## src/rtl/popcnt_accum.sv

```systemverilog
// Chunked population counter: captures one LEN-bit vector (optionally XNOR'd
// with a weight vector), sums CHUNK bits per cycle, and compares to a threshold.
module popcnt_accum #(
  parameter int LEN   = 450,
  parameter int CHUNK = 64,
  localparam int NCH  = (LEN + CHUNK - 1) / CHUNK,
  localparam int CW   = $clog2(LEN + 1)
) (
  input  logic           clk,
  input  logic           rst_n,
  input  logic           in_valid,
  output logic           in_ready,
  input  logic [LEN-1:0] in_bits,
  input  logic [LEN-1:0] in_w,
  input  logic           xnor_en,
  input  logic [CW-1:0]  thresh,
  output logic           out_valid,
  input  logic           out_ready,
  output logic [CW-1:0]  out_cnt,
  output logic           out_ge,
  output logic [1:0]     dbg_state
);

  localparam int PW  = NCH * CHUNK;
  localparam int PCW = $clog2(CHUNK + 1);
  localparam int IW  = (NCH > 1) ? $clog2(NCH) : 1;

  // Handshake: a transfer happens on a rising edge where valid && ready;
  // valid never waits on ready, and the producer holds data until the transfer.
  typedef enum logic [1:0] {
    S_IDLE = 2'd0,
    S_BUSY = 2'd1,
    S_DONE = 2'd2
  } state_t;

  state_t          r_state;
  logic [PW-1:0]   r_op;
  logic [CW-1:0]   r_acc;
  logic [CW-1:0]   r_thresh;
  logic [IW-1:0]   r_idx;
  logic [CW-1:0]   r_cnt;
  logic            r_ge;

  logic [LEN-1:0]  w_op;
  logic [PW-1:0]   w_op_pad;
  logic [PCW-1:0]  w_pc;
  logic [CW-1:0]   w_sum;
  logic            w_last;

  // Padding above LEN is zero, so the partial last chunk only counts real bits.
  always_comb begin
    w_op = xnor_en ? ~(in_bits ^ in_w) : in_bits;
    w_op_pad = '0;
    w_op_pad[LEN-1:0] = w_op;
  end

  // The captured operand is shifted down each cycle, so the current chunk
  // always sits in the low CHUNK bits.
  always_comb begin
    w_pc = '0;
    for (int i = 0; i < CHUNK; i++) begin
      w_pc = w_pc + PCW'(r_op[i]);
    end
  end

  assign w_sum  = r_acc + CW'(w_pc);
  assign w_last = (r_idx == IW'(NCH - 1));

  always_ff @(posedge clk or negedge rst_n) begin
    if (!rst_n) begin
      r_state  <= S_IDLE;
      r_op     <= '0;
      r_acc    <= '0;
      r_thresh <= '0;
      r_idx    <= '0;
      r_cnt    <= '0;
      r_ge     <= 1'b0;
    end else begin
      case (r_state)
        S_IDLE: begin
          if (in_valid) begin
            r_op     <= w_op_pad;
            r_thresh <= thresh;
            r_acc    <= '0;
            r_idx    <= '0;
            r_state  <= S_BUSY;
          end
        end
        S_BUSY: begin
          r_acc <= w_sum;
          r_op  <= r_op >> CHUNK;
          r_idx <= r_idx + IW'(1);
          if (w_last) begin
            r_cnt   <= w_sum;
            r_ge    <= (w_sum >= r_thresh);
            r_idx   <= '0;
            r_state <= S_DONE;
          end
        end
        S_DONE: begin
          if (out_ready) begin
            r_state <= S_IDLE;
          end
        end
        default: r_state <= S_IDLE;
      endcase
    end
  end

  // in_ready must drop with rst_n itself, not only with the state register.
  assign in_ready  = rst_n && (r_state == S_IDLE);
  assign out_valid = (r_state == S_DONE);
  assign out_cnt   = r_cnt;
  assign out_ge    = r_ge;
  assign dbg_state = r_state;

endmodule

```

## config.mk

```make
export PLATFORM = sky130hd
export DESIGN_NAME = popcnt_accum
export DESIGN_NICKNAME = d
export VERILOG_FILES = /design/src/rtl/popcnt_accum.sv
export SDC_FILE = /design/constraint.sdc
export NUM_CORES = 1
export LEC_CHECK = 0
export CAP_MARGIN = 40
export CORE_AREA = 2 2 363 365
export CTS_BUF_LIST = sky130_fd_sc_hd__clkbuf_4 sky130_fd_sc_hd__clkbuf_8
export CTS_CLUSTER_DIAMETER = 40
export DETAILED_ROUTE_END_ITERATION = 16
export DIE_AREA = 0 0 365 367
export SYNTH_ARGS = -nofsm -noshare
export SYNTH_HDL_FRONTEND = slang
export SYNTH_SLANG_ARGS = --single-unit
```

## constraint.sdc

```tcl
create_clock -name clk -period 8.3 [get_ports clk]
set_input_delay 0.83 -clock clk [delete_from_list [all_inputs] [get_ports clk]]
set_output_delay 0.83 -clock clk [all_outputs]
set_load 0.02 [all_outputs]
```

==> results of run 1 <==
## sequential cells by signal, summed over array words and instances (netlist names)
| register | cells |
|---|---|
| out_cnt | 9 |
| dbg_state | 2 |
| r_idx | 3 |
| r_thresh | 9 |
| r_op | 450 |
| out_ge | 1 |
| r_acc | 9 |
## kinds of logic (layout without fill, tap and decap cells)
family	after synthesis	in the layout	synth area share [%]
compound gates	891	891	19.7
other cells	0	11	0
fa+ha+maj	93	93	5.67
simple gates	581	581	12.3
mux	1	1	0.0403
buf+inv	321	1257	4.65
flops	483	483	43.3
xor+xnor	456	456	14.3
## worst paths after layout
| path | slack (ns) | end | startpoint | depth (start not counted) |
|---|---|---|---|---|
| setup / recovery | 0.92 | out_ge | r_op[59] | 24 |
| hold / removal | 0.49 | r_idx[0] | r_idx[0] | 1 |
| setup reg to reg | 0.92 | out_ge | r_op[59] | 24 |
| hold reg to reg | 0.49 | r_idx[0] | r_idx[0] | 1 |
| max in group asynchronous | 5.90 | r_op[96] | rst_n | 4 |
| min in group asynchronous | 0.59 | r_op[312] | rst_n | 2 |
## cells in the mapped netlist (2+ instances only)
| master | number | area share, % |
|---|---|---|
| ha_1 | 37 | 1.7 |
| fa_1 | 56 | 4.0 |
| clkbuf_8 | 2 | 0.099 |
| and2_1 | 2 | 0.045 |
| inv_1 | 114 | 1.5 |
| nor2_1 | 8 | 0.11 |
| clkbuf_1 | 149 | 2.0 |
| xnor2_1 | 450 | 14 |
| a21oi_1 | 7 | 0.13 |
| buf_2 | 49 | 0.88 |
| o31ai_1 | 3 | 0.081 |
| o21a_1 | 2 | 0.054 |
| o21ai_0 | 481 | 8.6 |
| xor2_1 | 6 | 0.19 |
| a21oi_2 | 2 | 0.063 |
| a22oi_1 | 386 | 10 |
| or4_1 | 2 | 0.054 |
| dfrtp_1 | 483 | 43 |
| nand2_1 | 32 | 0.43 |
| buf_1 | 6 | 0.081 |
| nand2b_1 | 7 | 0.16 |
| a21o_1 | 2 | 0.054 |
| nand3_1 | 74 | 1.3 |
| nor2b_1 | 452 | 10 |
## worst max-delay path: stages (launching register included)
cell	delay, ns
dfrtp_1	0.35
inv_1	0.06
fa_1	0.50
fa_1	0.53
inv_1	0.06
fa_1	0.49
inv_1	0.06
fa_1	0.51
fa_1	0.46
fa_1	0.51
fa_1	0.54
fa_1	0.44
fa_1	0.42
fa_1	0.46
nand2b_1	0.20
a21oi_2	0.22
o21ai_0	0.22
nor2_1	0.16
xor2_1	0.19
ha_1	0.27
nand4_1	0.11
nor2_1	0.06
nor2_1	0.07
o311ai_0	0.11
mux2_2	0.27
## cell type report
type / instances / area [um2]
fillers: 13600 / 89000
clock buffers: 146 / 1870
multi-input cells: 2022 / 14600
inverters: 114 / 428
flip-flops and latches: 483 / 12100
well taps: 1755 / 2200
repair buffers: 953 / 9630
clock inverters: 44 / 623
diodes: 11 / 27.5
## per-layer routing
metal,global-route usage [%],share of wire (%)
met4,5.06,2.5
met5,0,0.033
met1,22.5,42
met3,3.53,6.1
met2,30.2,50
## through the flow
step	setup slack (ns)	hold WS, ns	std cells
floorplan	1.43	0.452	2826
finish	0.915	0.489	5528
detailed placement	0.935	0.490	5326
global placement	0.966	0.483	5321
global route	0.567	0.512	5525
CTS	0.906	0.485	5517
## what timing repair did
action                                 in CTS  in global routing
hold buffers                                1                  0
buffers inserted                            0                  0
endpoints found under the hold margin      42                  0
==> results by group, run 1 <==
Synthesis
  – Post-synth EDFFs: 0
  – Avg Synthesized Cell Area: 9.88 um2
  – Syn Inst Count: 2826
  – Cell variety after synth: 38
  – Post-synth ARST share: 100%
  – Top FF cell, synth: dfrtp_1
  – Yosys Warn Count: 0
  – Post-synthesis net count: 3833
  – Seq/Total Area, Yosys: 43.3%
  – Mapped Area: roughly 28000 um2
  – Flops & latches, synth: 483

Timing
  – Max-slew violations: 0
  – Max Fclk: 0.135 GHz
  – Setup TNS: 0 ns
  – Min Tclk post-route: about 7.4 ns
  – Slew headroom: 19.8%
  – Slew @ Worst Pin: 1.20 ns
  – RSZ-0062 raised after global routing: false
  – Final period utilization: 89.0%
  – Count of final setup violators: 0
  – Final hold violation count: 0
  – Clock skew: 0.0495 ns

Final layout
  – Nets@finish: about 4700
  – Commonest non-fill, non-tap cells in the layout: 925 x clkdlybuf4s50_1, 483 x dfrtp_1, 481 x o21ai_0
  – Post-route cell area: 41400 um2
  – Core Util, Final: 31.7%
  – Most common cell after layout, fill and taps aside: clkdlybuf4s50_1
  – Area delta synth->final: 48.4%
  – Share of layout cells above drive strength 1: under 10%

Hold path
  – Worst hold-check path type: reg2reg

Placed design
  – IO buf count: approximately 930
  – Placed instance area: 38900 um2
  – Post-DP HPWL: just under 100000 um
  – GP Congestion: 0.855

Routing
  – Final wirelength: approximately 120000 um
  – Vias per inst: 4.40
  – Vias: around 24000
  – First drt pass iteration count: 6
  – # DRC: 0
  – Average wire per standard cell: approximately 22 um
  – Final ANT Viol Nets: 0
  – Initial DRC Count: around 1800

Worst setup path
  – Endpoint type of the worst setup path: register
  – Crit path max fanout: 5
  – Type of origin of the critical path: register
  – Worst Path Arrival: 8.02 ns
  – Critical path required time: 8.93 ns
  – Path type of the worst setup path: reg2reg

GRT
  – Initial antenna violation count: 38
  – Vias in the first global route: 24600
  – Gr ovfl total: 0
  – Largest net degree at the start of global routing: 234
  – First-pass GRT wire length: 171000 um
  – Overall routing resource usage: between 10% and 20%

Floorplanning
  – Starting Density: a little over a fifth
  – Core area: 130000 um2
  – # IOs: 928
  – Cell Rows: 133
  – Die Span Y: 367 um
  – Die footprint: 134000 um2
  – Die width: 365 um

Clocking
  – CTS Buf Count: 105
  – Clk_lat worst skew: 0.75 ns
  – Clk sink count: 483
  – Reg clk slew, reported paths: 0.06 ns
  – Clock tree buffer depth: 3
  – H-tree depth: 3
  – Post-CTS Resized: 0
  – CTS tree: built
  – CTS root buffer: clkbuf_8

Outcome
  – Status: completed

Job
  – Max-cap violations: 0
Power of run 1 is not shown: default switching activity piles up to over one toggle a cycle in this logic, so the estimate is an artifact.
==> inputs of run 2 (changes only) <==
--- a/config.mk
+++ b/config.mk
@@ -9,8 +9,10 @@
 export CORE_AREA = 2 2 363 365
 export CTS_BUF_LIST = sky130_fd_sc_hd__clkbuf_4 sky130_fd_sc_hd__clkbuf_8
 export CTS_CLUSTER_DIAMETER = 40
+export CTS_CLUSTER_SIZE = 40
 export DETAILED_ROUTE_END_ITERATION = 16
 export DIE_AREA = 0 0 365 367
+export GPL_ROUTABILITY_DRIVEN = 0
 export SYNTH_ARGS = -nofsm -noshare
 export SYNTH_HDL_FRONTEND = slang
 export SYNTH_SLANG_ARGS = --single-unit
==> run 2 against run 1 <==
Effect of this change:
- largest cell class unchanged
- highest routed layer unchanged
- non-clock buffer count rose by 2
- via count fell by 0.52%
- hold slack got worse by 0.39 ns
- count of clock-buffer cells in the layout fell by 37
- maximum frequency fell by 0.74%
==> results by group, run 2 (synthesis results as in run 1) <==
Floorplanning
  – Core area: 130000 um2 (unchanged)
  – Die Span Y: 367 um (unchanged)
  – # IOs: 928 (unchanged)
  – Die footprint: 134000 um2 (unchanged)
  – Die width: 365 um (unchanged)
  – Cell Rows: 133 (unchanged)
  – Starting Density: 21.4% (unchanged)

Worst setup path
  – Critical path required time: 8.88 ns (was 8.93 ns)
  – Worst Path Arrival: 8.02 ns (about the same)
  – Type of origin of the critical path: register (unchanged)
  – Crit path top cell by count: fa_1 (unchanged)
  – Reg2reg setup slack: 0.86 ns (was 0.92 ns)
  – FF-to-FF End: out_ge (unchanged)
  – Path type of the worst setup path: reg2reg (unchanged)
  – Slowest cell on the critical path: fa_1 (unchanged)
  – Reg2reg path depth: 24 (unchanged)
  – Crit path cell chain: inv_1, fa_1, inv_1, fa_1, inv_1, fa_1, fa_1, fa_1, fa_1, fa_1, fa_1, fa_1, fa_1, nand2b_1, a21oi_2, nor2_1, xor2_1, inv_1, ha_1, a21oi_1, nor2b_1, o21ai_0, o311ai_0, mux2_2 (was inv_1, fa_1, fa_1, inv_1, fa_1, inv_1, fa_1, fa_1, fa_1, fa_1, fa_1, fa_1, fa_1, nand2b_1, a21oi_2, o21ai_0, nor2_1, xor2_1, ha_1, nand4_1, nor2_1, nor2_1, o311ai_0, mux2_2)
  – FF-to-FF Start: r_op[35] (was r_op[59])
  – Largest stage delay on the critical path: 0.55 ns (was 0.54 ns)
  – Endpoint type of the worst setup path: register (unchanged)
  – Crit path max fanout: 3 (was 5)

Final layout
  – Area delta synth->final: 47.5% (was 48.4%)
  – Top reg by flops: r_op (unchanged)
  – Commonest non-fill, non-tap cells in the layout: 925 x clkdlybuf4s50_1, 483 x dfrtp_1, 481 x o21ai_0 (unchanged)
  – Nets@finish: 4678 (was 4686)
  – Max reg flops: 450 (unchanged)
  – Most common cell after layout, fill and taps aside: clkdlybuf4s50_1 (unchanged)
  – Core Util, Final: 31.6% (was 31.7%)
  – Share of layout cells above drive strength 1: 5.81% (was 6.01%)

Placed design
  – IO buf count: 927 (unchanged)
  – Post-DP HPWL: 96300 um (was 96100 um)

Routing
  – Vias per inst: 4.38 (was 4.40)
  – First drt pass iteration count: 5 (was 6)
  – Final ANT Viol Nets: 0 (unchanged)
  – Vias: 24200 (was 24300)
  – Average wire per standard cell: 22.0 um (was 22.1 um)
  – Initial DRC Count: 1554 (was 1818)
  – # DRC: 0 (unchanged)
  – Final wirelength: 121000 um (was 122000 um)

Timing
  – Setup TNS: 0 ns (unchanged)
  – Final hold violation count: 0 (unchanged)
  – Slew headroom: 30.8% (was 19.8%)
  – Max Fclk: 0.134 GHz (was 0.135 GHz)
  – Max-slew violations: 0 (unchanged)
  – Clock skew: 0.0371 ns (was 0.0495 ns)
  – Final period utilization: 89.6% (was 89.0%)
  – Min Tclk post-route: 7.44 ns (was 7.38 ns)
  – Slew @ Worst Pin: 1.04 ns (was 1.20 ns)
  – RSZ-0062 raised after global routing: false (unchanged)
  – Count of final setup violators: 0 (unchanged)

GRT
  – Vias in the first global route: 24500 (was 24600)
  – Largest net degree at the start of global routing: 220 (was 234)
  – Gr ovfl total: 0 (unchanged)
  – Initial antenna violation count: 31 (was 38)
  – Overall routing resource usage: 17.6% (was 17.7%)
  – First-pass GRT wire length: 170000 um (was 171000 um)

Clocking
  – H-tree depth: 3 (unchanged)
  – CTS Hold Bufs: 0 (was 1)
  – Reg clk slew, reported paths: 0.07 ns (was 0.06 ns)
  – CTS tree: built (unchanged)
  – Clock tree buffer depth: 3 (unchanged)
  – CTS Buf Count: 95 (was 105)
  – Post-CTS Resized: 0 (unchanged)
  – CTS root buffer: clkbuf_8 (unchanged)
  – Clk_lat worst skew: 0.72 ns (was 0.75 ns)
  – Setup bufs post-CTS: 0 (unchanged)
  – Clk sink count: 483 (unchanged)

Job
  – Max-cap violations: 0 (unchanged)

Hold path
  – Worst hold-check path type: in2async (was reg2reg)

Outcome
  – Status: completed (unchanged)
## run 2: cell count changes in the layout (fill, tap and decap cells not counted), sizes merged
cell | before | now
clkbuf | 146 | 109
inv | 118 | 135
clkinv | 15 | 25
bufinv | 13 | 8
clkinvlp | 12 | 16
buf | 27 | 30
diode | 11 | 9
dlygate4sd3 | 1 | 0
## run 2: layout make-up
type	instances	area, um2
antenna	9	22.5
clock buffer	109	1480
clock inverter	70	728
fill	13600	89300
inverter	114	428
multi-input combinational	2022	14600
sequential	483	12100
tap	1755	2200
timing repair buffer	955	9670
## run 2: layer usage
metal	vias up	part of all wire (%)	global-route usage [%]	wire [um]
met2	820	50	30.7	61200
li1	11400	-	-	-
met5	-	0.031	0	38
met1	11800	42	22.2	50900
met4	6	1.9	4.51	2360
met3	139	5.7	3.31	6960
## run 2: worst max-delay path by stage
stage               endpoint  startpoint  cells past startpoint
floorplan             out_ge    r_op[17]                     24
global placement      out_ge    r_op[59]                     24
detailed placement    out_ge    r_op[59]                     24
CTS                   out_ge    r_op[59]                     24
global route          out_ge    r_op[59]                     24
finish                out_ge    r_op[35]                     24
## run 2: critical path, delay by kind of cell, from the launching register on
kind,cells,cell delay (ns)
and+or+nand+nor,3,0.34
AOI/OAI and AO/OA,4,0.65
DFF,1,0.35
xor gates and xnor gates,1,0.30
muxes,1,0.28
adders and majority gates,11,5.14
buffers and inverters,4,0.27
## run 2: per-stage QoR
step	hold slack, ns	cell area (um2)	instances	worst slack (ns)
floorplan	0.452	27900	2826	1.43
global placement	0.483	38800	5322	0.950
detailed placement	0.490	38900	5329	0.921
CTS	0.0156	41100	5508	0.815
global route	0.0568	41200	5514	0.570
finish	0.0948	41200	5517	0.860
Power of run 2 is left out for the same reason.
